==> config.mk <==
export PLATFORM = sky130hd
export DESIGN_NAME = router_fsm
export DESIGN_NICKNAME = d
export VERILOG_FILES = /design/src/rtl/router_fsm.sv
export SDC_FILE = /design/constraint.sdc
export NUM_CORES = 1
export LEC_CHECK = 0
export CAP_MARGIN = 15
export CORE_AREA = 2 2 39 41
export DETAILED_ROUTE_END_ITERATION = 6
export DIE_AREA = 0 0 41 43
export HOLD_SLACK_MARGIN = 0.05
export PLACE_DENSITY_LB_ADDON = 0.12
export SKIP_LAST_GASP = 1
export SYNTH_ARGS = -nofsm -noshare
export SYNTH_HDL_FRONTEND = slang
export SYNTH_SLANG_ARGS = --single-unit
==> constraint.sdc <==
create_clock -name clock -period 1.37 [get_ports clock]
set_input_delay 0.137 -clock clock [delete_from_list [all_inputs] [get_ports clock]]
set_output_delay 0.137 -clock clock [all_outputs]
set_load 0.01 [all_outputs]
==> src/rtl/router_fsm.sv <==
// router_fsm: packet-level controller for the 1x3 router (decode, load, full stall, parity).
module router_fsm #(
    parameter logic [1:0] INVALID_ADDR = 2'b11
) (
    input  logic       clock,
    input  logic       reset,
    input  logic       pkt_valid,
    input  logic [1:0] data_in,
    input  logic       fifo_full,
    input  logic       fifo_empty_0,
    input  logic       fifo_empty_1,
    input  logic       fifo_empty_2,
    input  logic       soft_reset_0,
    input  logic       soft_reset_1,
    input  logic       soft_reset_2,
    input  logic       parity_done,
    input  logic       low_pkt_valid,
    output logic       detect_add,
    output logic       lfd_state,
    output logic       ld_state,
    output logic       laf_state,
    output logic       full_state,
    output logic       rst_int_reg,
    output logic       write_enb_reg,
    output logic       busy
);
    typedef enum logic [2:0] {DA, WTE, LFD, LD, FFS, LAF, LP, CPE} state_t;
    state_t     state_q, state_d;
    logic [1:0] addr_q, addr_d;
    logic       hdr_ok, hdr_empty, sel_empty, sel_soft_reset;
    function automatic logic pick(input logic [1:0] a, input logic v0, input logic v1, input logic v2);
        return a == 2'd0 ? v0 : a == 2'd1 ? v1 : a == 2'd2 ? v2 : 1'b0;
    endfunction
    assign hdr_ok         = pkt_valid && data_in != INVALID_ADDR;
    assign hdr_empty      = pick(data_in, fifo_empty_0, fifo_empty_1, fifo_empty_2);
    assign sel_empty      = pick(addr_q, fifo_empty_0, fifo_empty_1, fifo_empty_2);
    assign sel_soft_reset = pick(addr_q, soft_reset_0, soft_reset_1, soft_reset_2);
    always_ff @(posedge clock) begin
        if (reset) begin
            state_q <= DA;
            addr_q  <= 2'd0;
        end else begin
            state_q <= state_d;
            addr_q  <= addr_d;
        end
    end
    always_comb begin
        state_d = state_q;
        addr_d  = (state_q == DA && hdr_ok) ? data_in : addr_q;
        if (sel_soft_reset && state_q != DA) state_d = DA;
        else begin
            case (state_q)
                DA:      state_d = !hdr_ok ? DA : hdr_empty ? LFD : WTE;
                WTE:     state_d = sel_empty ? LFD : WTE;
                LFD:     state_d = LD;
                LD:      state_d = fifo_full ? FFS : !pkt_valid ? LP : LD;
                FFS:     state_d = fifo_full ? FFS : LAF;
                LAF:     state_d = parity_done ? DA : low_pkt_valid ? LP : LD;
                LP:      state_d = CPE;
                CPE:     state_d = fifo_full ? FFS : DA;
                default: state_d = DA;
            endcase
        end
    end
    // Moore outputs: decoded from the state register only
    assign detect_add    = state_q == DA;
    assign lfd_state     = state_q == LFD;
    assign ld_state      = state_q == LD;
    assign laf_state     = state_q == LAF;
    assign full_state    = state_q == FFS;
    assign rst_int_reg   = state_q == CPE;
    assign write_enb_reg = state_q == LD || state_q == LP || state_q == LAF;
    assign busy          = !(state_q == DA || state_q == LD);
endmodule
==> run summary <==
=================================================================================================
Ordered cell list for the critical path                                              buf_6, nor3_4, buf_6, nand2_2, a211o_1, o32ai_2
Synthesized Nets                                                                               70
Clock group share of total power                                                            34.6%
Max rail drop VDD                                                                        0.344 mV
Total congestion overflow                                                                       0
Count of clock tree sinks                                                                       5
Cell Area, Synth                                                                         437 um^2
Register bit count reported by yosys                                                            5
Routability cong.                                                                           0.740
Final hold violation count                                                                      0
Power density over the cells                                                          623 nW/um^2
Diodes inserted                                                                                 0
Vias in the first global route                                                                502
Biggest area contributors in the synthesized netlist                                 sky130_fd_sc_hd__dfxtp_1 23%, sky130_fd_sc_hd__nor2_1 8.6%, sky130_fd_sc_hd__mux2i_1 6.9%
Endpoint arrival time on the critical path                                                1530 ps
Pre-CTS setup slack                                                                       -103 ps
Layout overhead on the synthesized area                                                     79.9%
Hold buffer count at cts                                                                        0
Vertical extent of the die                                                                  43 um
Post-layout net count                                                                         107
Post-synthesis simple-gate area fraction                                                    32.7%
Leak                                                                                     0.362 nW
Endpoint required time on the critical path                                               1510 ps
Min cycle time layout                                                                     1390 ps
Yosys Warn Count                                                                                0
Synth top area share                                                                        22.9%
Starting density of the core                                                                31.6%
Area of the core                                                                        1380 um^2
Worst Path Max Fanout                                                                           4
Row Count                                                                                      14
Cell at the slowest stage of the critical path                                       sky130_fd_sc_hd__dfxtp_4
Total routing usage reported by global routing                                              16.6%
Count of pins on the block boundary                                                            22
Post-Route Utilization                                                                      56.8%
Complex-gate fraction of the synthesized area                                               26.9%
Worst hold slack after final layout                                                        514 ps
RSZ-0062 raised after global routing                                                         true
Slew Limit Fails                                                                                0
Final setup slack of the worst path                                                      -17.2 ps
Number of maximum-capacitance constraint violations                                             0
Post-DP HPWL                                                                               949 um
Main synth FF type                                                                   sky130_fd_sc_hd__dfxtp_1
Worst-Margin Slew                                                                          222 ps
Fill cell count                                                                               156
Largest net degree at the start of global routing                                               9
Number of enable flip-flop cells after synthesis                                                0
Initial antenna violation count                                                                 0
Vias                                                                                          554
Clk slew on worst S/H paths                                                                 40 ps
Port buffer count                                                                              21
Detailed-routing iteration count for the pre-antenna-repair pass                                4
Final-report setup violation count                                                              1
Most frequent cell on the critical path                                              sky130_fd_sc_hd__buf_6
Number of clock buffers inserted by TritonCTS                                                   3
Wire length of the first global-routing pass                                              1.98 mm
Proportion of register bits with asynchronous set or reset after synthesis                     0%
Top cell family by delay on the critical path                                        compound AO/OA/AOI/OAI gates
Count of routing violations after the opening detailed-route iteration                          6
Dominant combinational cell family by area after synthesis                           simple AND/OR/NAND/NOR gates
Logic pwr share                                                                             32.2%
F_max                                                                                   0.721 GHz
Fraction of final layout cells with drive strength greater than 1                           34.8%
Switching power as a share of total power                                                   26.7%
Largest stage delay on the critical path                                                   340 ps
CTS H-Tree Depth                                                                                1
Post-Synth Adder-Cell Area                                                                     0%
Non-Filler Cell Area, Final                                                              786 um^2
Worst hold path type                                                                      reg2reg
Final setup skew                                                                          4.97 ps
Kind of launch point of the worst setup path                                            flip-flop
Synth Instances                                                                                56
Routed via count divided by cell count                                                       5.13
Critical setup path kind                                                                  reg2reg
# DRC                                                                                           0
CTS root buf                                                                         sky130_fd_sc_hd__clkbuf_4
Die width                                                                                   41 um
Clock tree from TritonCTS                                                                     yes
Post-Synth XOR/XNOR Area                                                                    2.01%
Outcome                                                                              finished with violations
Flop pwr share                                                                              33.2%
CP Buf/Inv Count                                                                                2
Cell type contributing the most total cell area after synthesis                      sky130_fd_sc_hd__dfxtp_1
Full die area                                                                           1760 um^2
Overall routed net length                                                                 1.20 mm
Routed length per instance                                                                11.1 um
Number of distinct library cell variants in the gate-level netlist after synthesis             27
Reg2Reg Setup Slack                                                                        -20 ps
Post-DP Area                                                                             731 um^2
Clock Path Buffers                                                                              2
Headroom to the max-slew limit                                                              85.0%
Proportion of synthesized area in mux cells                                                 6.88%
Clock latency on the worst-skew pair                                                       240 ps
Register area share after synthesis                                                         22.9%
Post-detailed-route count of antenna-violating nets                                             0
Cell-internal power                                                                    0.000359 W
Mapped Avg Cell Area                                                                    7.80 um^2
Switching power summed over all nets                                                   0.000131 W
TNS Setup                                                                                -17.2 ps
Critical path endpoint category                                                         flip-flop
Violations in the final reports                                                      negative setup slack
Final worst-path cycle share                                                                 101%
=================================================================================================
cell families after synthesis:
logic type,Yosys count
AND/OR/NAND/NOR,25
AO/OA/AOI/OAI,16
buffers and inverters,6
flip-flops,5
multiplexers,3
XOR/XNOR,1
registers in the layout (all words and copies together), names as in the netlist:
signal	flops
addr_q	2
state_q	3
cells in the mapped netlist (2+ instances only):
cell / instances
sky130_fd_sc_hd__nor2_1: 10
sky130_fd_sc_hd__nor3b_1: 2
sky130_fd_sc_hd__nand3b_1: 2
sky130_fd_sc_hd__mux2i_1: 3
sky130_fd_sc_hd__a31oi_1: 3
sky130_fd_sc_hd__nor3_1: 3
sky130_fd_sc_hd__nand2_1: 3
sky130_fd_sc_hd__dfxtp_1: 5
sky130_fd_sc_hd__o21ai_0: 3
sky130_fd_sc_hd__and3_1: 2
sky130_fd_sc_hd__buf_4: 2
sky130_fd_sc_hd__inv_1: 3
power groups by stage:
stage | clock network [W] | registers (W) | logic [W]
floorplan | 0 | 0.000161 | 0.0000681
global placement | 0 | 0.000168 | 0.000146
detailed placement | 0 | 0.000168 | 0.000147
CTS | 0.000169 | 0.000163 | 0.000154
global route | 0.000194 | 0.000164 | 0.000172
finish | 0.000169 | 0.000163 | 0.000157
cell type report:
class	count	area (um^2)	area share, %
Clock buffer	4	26.3	3.34
Inverter	3	11.3	1.43
Multi-Input combinational cell	45	314	40.0
Sequential cell	5	113	14.3
Tap cell	16	20.0	2.55
Timing Repair Buffer	35	302	38.4
routing by layer:
metal	GRT usage [%]	wire length (um)	up-vias
met1	18.2	456	246
met4	8.00	11	0
li1	-	-	281
met3	3.66	95	2
met5	0	0	-
met2	28.1	631	25
path summary, 6_finish.rpt:
kind | startpoint | endpoint | cells past startpoint
setup / recovery | state_q[0] | state_q[0] | 6
hold / removal | addr_q[0] | addr_q[0] | 1
setup reg to reg | state_q[0] | state_q[0] | 6
hold reg to reg | addr_q[0] | addr_q[0] | 1
stage by stage:
stage / instances / power (W)
final: 108 / 0.000489
after global routing: 108 / 0.000530
after CTS: 108 / 0.000486
after detailed placement: 102 / 0.000314
after global placement: 102 / 0.000314
after floorplan: 56 / 0.000229
timing repair:
item                                   CTS  global route
setup endpoints to repair               10             7
buffers inserted                         2             1
cloned                                   0             0
pin swaps                                1             3
resized for setup                       20            11
endpoints found under the hold margin    0             0
cells in the final DEF, fill, tap and decap left out, types with 2 or more instances in the layout:
cell type,instances
sky130_fd_sc_hd__clkdlybuf4s50_1,13
sky130_fd_sc_hd__buf_4,12
sky130_fd_sc_hd__nor2_1,10
sky130_fd_sc_hd__a31oi_1,3
sky130_fd_sc_hd__mux2i_1,3
sky130_fd_sc_hd__o21ai_0,3
sky130_fd_sc_hd__dfxtp_4,3
sky130_fd_sc_hd__clkbuf_4,3
sky130_fd_sc_hd__dlygate4sd2_1,3
sky130_fd_sc_hd__clkbuf_2,3
sky130_fd_sc_hd__inv_1,2
sky130_fd_sc_hd__and3_1,2
sky130_fd_sc_hd__nand2_1,2
sky130_fd_sc_hd__nor3_1,2
sky130_fd_sc_hd__nand3b_1,2
sky130_fd_sc_hd__o32ai_2,2
sky130_fd_sc_hd__nor3b_1,2
sky130_fd_sc_hd__buf_6,2
(Power assumes the default switching activity.)
